## config.mk

```make
export PLATFORM = sky130hd
export DESIGN_NAME = demux_stream
export DESIGN_NICKNAME = d
export VERILOG_FILES = /design/src/rtl/demux_stream.sv
export SDC_FILE = /design/constraint.sdc
export NUM_CORES = 1
export LEC_CHECK = 0
export BUFFER_PORTS_ARGS = -buffer_cell sky130_fd_sc_hd__buf_4
export CAP_MARGIN = 10
export CORE_UTILIZATION = 50
export DETAILED_ROUTE_END_ITERATION = 10
export PLACE_DENSITY_LB_ADDON = 0.15
export SYNTH_ARGS = -nofsm -noshare
export SYNTH_HDL_FRONTEND = slang
export SYNTH_SLANG_ARGS = --single-unit
```

## constraint.sdc

```tcl
create_clock -name clk -period 2.5 [get_ports clk]
set_input_delay 0.5 -clock clk [delete_from_list [all_inputs] [get_ports clk]]
set_output_delay 0.5 -clock clk [all_outputs]
set_load 0.05 [all_outputs]
```

## src/rtl/demux_stream.sv

```systemverilog
// Valid/ready stream demultiplexer: one-entry output register per channel, latency 1.
// Optional DEMUX_STREAM_DROPCNT_EN adds a saturating count of beats discarded for out-of-range selects.
module demux_stream #(
  parameter int unsigned WIDTH = 8,
  parameter int unsigned CH    = 8,
  parameter int unsigned SW    = 3
) (
  input  logic                clk,
  input  logic                rst,
  input  logic [WIDTH-1:0]    in_data,
  input  logic [SW-1:0]       in_sel,
  input  logic                in_valid,
  output logic                in_ready,
`ifdef DEMUX_STREAM_DROPCNT_EN
  output logic [7:0]          drop_cnt,
`endif
  output logic [CH*WIDTH-1:0] out_data,
  output logic [CH-1:0]       out_valid,
  input  logic [CH-1:0]       out_ready
);

  logic [CH-1:0]       r_valid;
  logic [CH*WIDTH-1:0] r_data;
  logic [CH-1:0]       w_hit;
  logic                w_sel_ok;
  logic [CH-1:0]       w_in_xfer;

  // One-hot channel decode; all-zero when in_sel addresses a nonexistent channel.
  always_comb begin
    w_hit = '0;
    for (int k = 0; k < CH; k++) begin
      w_hit[k] = (in_sel == SW'(k));
    end
  end

  assign w_sel_ok  = |w_hit;
  assign in_ready  = !w_sel_ok | (|(w_hit & (~r_valid | out_ready)));
  assign w_in_xfer = {CH{in_valid & in_ready}} & w_hit;

  always_ff @(posedge clk or posedge rst) begin
    if (rst) begin
      r_valid <= '0;
      r_data  <= '0;
    end else begin
      r_valid <= w_in_xfer | (r_valid & ~out_ready);
      for (int k = 0; k < CH; k++) begin
        if (w_in_xfer[k]) begin
          r_data[k*WIDTH +: WIDTH] <= in_data;
        end
      end
    end
  end

  assign out_valid = r_valid;
  assign out_data  = r_data;

`ifdef DEMUX_STREAM_DROPCNT_EN
  logic [7:0] r_drop_cnt;
  logic       w_drop;

  // Out-of-range beats are always accepted, so in_valid alone marks a discard.
  assign w_drop = in_valid & !w_sel_ok;

  always_ff @(posedge clk or posedge rst) begin
    if (rst) begin
      r_drop_cnt <= '0;
    end else if (w_drop && (r_drop_cnt != 8'hFF)) begin
      r_drop_cnt <= r_drop_cnt + 8'd1;
    end
  end

  assign drop_cnt = r_drop_cnt;
`endif

endmodule

```

Word-level counts from Yosys, hierarchy flattened
Cells that the tools add are included.
Word-level totals
  register bits after elaboration: 72
  input port bits: 22
  output and inout bits: 73
  word-level logic and storage cells: 29
Operators by class
  equality and inequality tests: 7
  bitwise logic cells: 9
  reductions and logical operators: 4
Operators with widths (count)
  8-bit bitwise AND: 3
  8-bit inverter: 2
  8-bit OR: 2
  8-bit OR reduction: 2
  3-bit equality test (second input constant): 4
  3-bit by 2-bit equality test with 1-bit output (second input constant): 2
  3-bit by 1-bit equality test with 1-bit output (second input constant): 1
  3-bit zero test: 1
  1-bit bitwise AND: 1
  1-bit zero test: 1
  1-bit OR: 1

Logic depth before layout (Yosys ltp)
  word-level depth: 8
  depth in mapped cells: 6
  gate-level depth less buffers: 4

Worst setup path after synthesis
Ideal clock, no wire load.
  kind: input-to-output
  start point: input port in_sel[2]
  end point: output port in_ready
  data arrival time: 1.794 ns
  data required time: 2.000 ns
  setup slack: 0.206 ns
  stages: 4
  path buffers: 1
  cells stage by stage: buf_4 nor2_1 a22oi_1 o211ai_1
On the way
  longest elaborated chain between the ends: 4
  elaborated cells on any way between the ends: 13
  those cells by class: 7 x eq/ne; 2 x bitwise; 4 x reduce/logical
Ends and longest elaborated chain
  start, declared: line 11  | input logic [SW-1:0] in_sel,
  3-bit by 1-bit equality test with 1-bit output (tied with other cells): line 32  | w_hit[k] = (in_sel == SW'(k));
  8-bit bitwise AND or 8-bit OR reduction (tied branches): line 37, 36
  8-bit OR reduction or 1-bit zero test (tied branches): line 37  | assign in_ready = !w_sel_ok | (|(w_hit & (~r_valid | out_ready)));
  1-bit OR *: line 37
  end, declared: line 13  | output logic in_ready,
Mark *: on every way between the ends. The rest lies on a longest branch, timed or not.

Worst setup path after layout
  start point: input port in_sel[0]
  end point: output port in_ready
Same word-level chain as after synthesis.

==> results by group <==
Status
  – Outcome: completed

Logic synthesis
  – Simple-gate share of the synthesized area: 11.6%
  – Synth area leaders: dfrtp_1 61%, mux2_1 16%, nand2b_1 3.4%
  – Mux contribution to synthesized area: 18.9%
  – Flops & latches, synth: 72
  – Synth warnings: 0
  – Synth Area in Compound Gates: 6.80%
  – Seq/Total Area, Yosys: 61.2%
  – Mapped cell area: 2940 µm²
  – Syn_area_per_cell: 13.8 µm²
  – Post-Synth Adder-Cell Area: 0%
  – XOR/XNOR share of the synthesized area: 0%
  – Cell taking the most area after synthesis: dfrtp_1
  – Post-Synthesis Cells: 214
  – Top-area cell type share of the netlist area: 61.2%
  – Distinct cells, synth: 29
  – Main combinational cell family by area after synthesis: multiplexers
  – Syn nets: 236

STA
  – Worst setup margin: 468 ps
  – Setup TNS: 0 ps
  – Fin Hold WS: 152 ps
  – RSZ-0062 raised after global routing: false
  – Worst slew margin: 59.8%
  – Fin crit share: 81.3%
  – Final Hold Vio Count: 0
  – Final min period: 2030 ps
  – Worst-margin pin slew: 601 ps
  – Slew Limit Fails: 0
  – Clock Skew: 9.33 ps
  – F_max: 0.492 GHz
  – Final setup fails: 0

Cells and area
  – Final net count: 335
  – Post-Layout Cell Count: 390
  – Fill count: 410
  – Util after Layout: 71.1%
  – Antenna diodes: 0
  – Layout cell share with drive strength beyond 1: 38.7%
  – Syn-to-layout area delta: 34.6%
  – Most common cell after layout, fill and taps aside: buf_4
  – Most frequent cells in the layout: 94 x buf_4, 72 x dfrtp_1, 43 x mux2_1, 26 x nand2_1, 16 x nand2b_1

Worst setup path
  – CP endpoint kind: output pin
  – RR Startpoint: out_valid[7]
  – Startpoint types: input port
  – CP required: 2000 ps
  – FF-to-FF path depth: 4
  – Worst Path Max Fanout: 17
  – FF-to-FF setup slack: 980 ps
  – Worst EP arrival: 1530 ps
  – Terminus of the critical flop-to-flop path: out_data[10]
  – Kind of critical path: input port to output pin

Floorplan
  – Die Span X: 78.7 µm
  – Initial core utilization: 52.8%
  – Row cnt: 27
  – Core area: 5570 µm²
  – Die Ht: 78.7 µm
  – IO Pins: 95
  – Die area: 6200 µm²

Power and ir drop
  – Leak: 1.95 nW
  – Maximum VDD drop: 0.000910 V
  – P_sw: 1.55 mW
  – Pwr/cell area: 1010 nW/µm²
  – Pint: 2.46 mW
  – Sequential share of power: 37.1%
  – Sw frac: 38.6%
  – Clock Power Share: 26.5%
  – Combinational fraction of design power: 36.4%

Clock network
  – CTS Root Cell: clkbuf_8
  – Clk slew on worst S/H paths: 80 ps
  – Cts hold-fix bufs: 0
  – Cts bufs inserted: 9
  – Clk sinks: 72
  – CTS tree: built
  – Post-CTS setup buffer count: 0
  – H-tree depth: 3
  – Post-CTS sizing: 0
  – Clock tree buffer depth: 2
  – Clk_lat worst skew: 340 ps

Place
  – Placed cell count: 374
  – Routability cong.: 0.786
  – Hpwl dp: 4680 µm
  – Port Buf Inserts: 94
  – Dpl ws: 459 ps

Global routing
  – GRT overflow: 0
  – Vias in the first global route: 2021
  – First-pass GRT wire length: 10400 µm
  – Initial antenna violation count: 0
  – Pin count of the biggest net entering global routing: 54
  – GR Util All Layers: 22.9%

Routing
  – TritonRoute pass-1 iters: 4
  – Routed vias/inst: 5.20
  – DR vias: 2028
  – Routed Antenna Nets: 0
  – Post-DR wirelength/cell: 16.4 µm
  – # DRC: 0
  – Detailed Route WL: 6390 µm
  – DRC marker count from the first detailed-route iteration: 87

Flow run
  – Max Cap Viol: 0

Min path
  – Worst hold-check path type: input port to asynchronous set/reset pin
## cell usage after synthesis
| library cell | n |
|---|---|
| nand3_1 | 2 |
| a21oi_2 | 1 |
| mux2_2 | 1 |
| a22oi_1 | 3 |
| clkbuf_1 | 2 |
| and3_1 | 3 |
| nand3_2 | 1 |
| inv_1 | 1 |
| o2bb2ai_4 | 1 |
| mux2_1 | 43 |
| inv_2 | 1 |
| o21ai_0 | 1 |
| o21ai_1 | 8 |
| buf_2 | 3 |
| nand2_1 | 26 |
| and2_1 | 1 |
| buf_4 | 2 |
| dfrtp_1 | 72 |
| nor2_1 | 2 |
| nand4b_1 | 1 |
| o211ai_1 | 1 |
| o2bb2a_1 | 1 |
| mux2_4 | 4 |
| nand2b_1 | 16 |
| nand4b_4 | 1 |
| nand4_4 | 1 |
| a2bb2oi_1 | 7 |
| a22o_1 | 2 |
| nor2b_1 | 6 |
## state kept, by name (all words and copies together), names as in the netlist
register,cells
out_data,64
out_valid,8
## metrics by stage
step | power, mW | cell area, µm²
6_report | 4.02 | 3960
4_1_cts | 4.05 | 3960
2_1_floorplan | 2.50 | 2940
3_5_place_dp | 2.99 | 3720
3_3_place_gp | 2.96 | 3720
5_1_grt | 4.17 | 3960
## cell families (layout without fill, tap and decap cells)
kind of cell,after synthesis,after routing
mux,48,48
simple gates,60,60
flops,72,72
buf+inv,9,113
compound gates,25,25
## final cells by class
cell class              instances  area (µm²)  area share [%]
flip-flops and latches         72        1800            45.5
clock buffers                  12         165            4.17
inverters                       2        7.51           0.189
well taps                      72        90.1            2.27
multi-input cells             133        1100            27.7
clock inverters                 4        75.1            1.89
repair buffers                 95         726            18.3
## worst max path at each step
stage,start,endpoint,cells past startpoint
2_1_floorplan,rst,out_data[0],1
3_3_place_gp,in_sel[0],in_ready,6
3_5_place_dp,in_sel[0],in_ready,6
4_1_cts,out_valid[6],in_ready,5
5_1_grt,out_valid[6],in_ready,5
6_report,in_sel[0],in_ready,6
## critical path, stage by stage
cell,delay [ps]
buf_4,160
nor2b_1,150
a22o_1,220
a22oi_1,180
o211ai_1,110
buf_4,200
## power by group through the flow
stage	clock network [mW]	logic, mW	registers [mW]
global route	1.13	1.52	1.52
floorplan	0	0.234	2.27
global placement	0	1.45	1.51
finish	1.06	1.46	1.49
detailed placement	0	1.47	1.51
CTS	1.08	1.47	1.50
## metal layers
| metal | share of wire, % | routed length (µm) | track usage, % | up-vias |
|---|---|---|---|---|
| li1 | - | - | - | 952 |
| met1 | 45 | 2900 | 31.3 | 1002 |
| met2 | 46 | 2970 | 34.5 | 62 |
| met3 | 5.8 | 373 | 5.52 | 12 |
| met4 | 2.3 | 149 | 11.1 | 0 |
| met5 | 0 | 0 | 0 | - |
(Power assumes the default switching activity.)
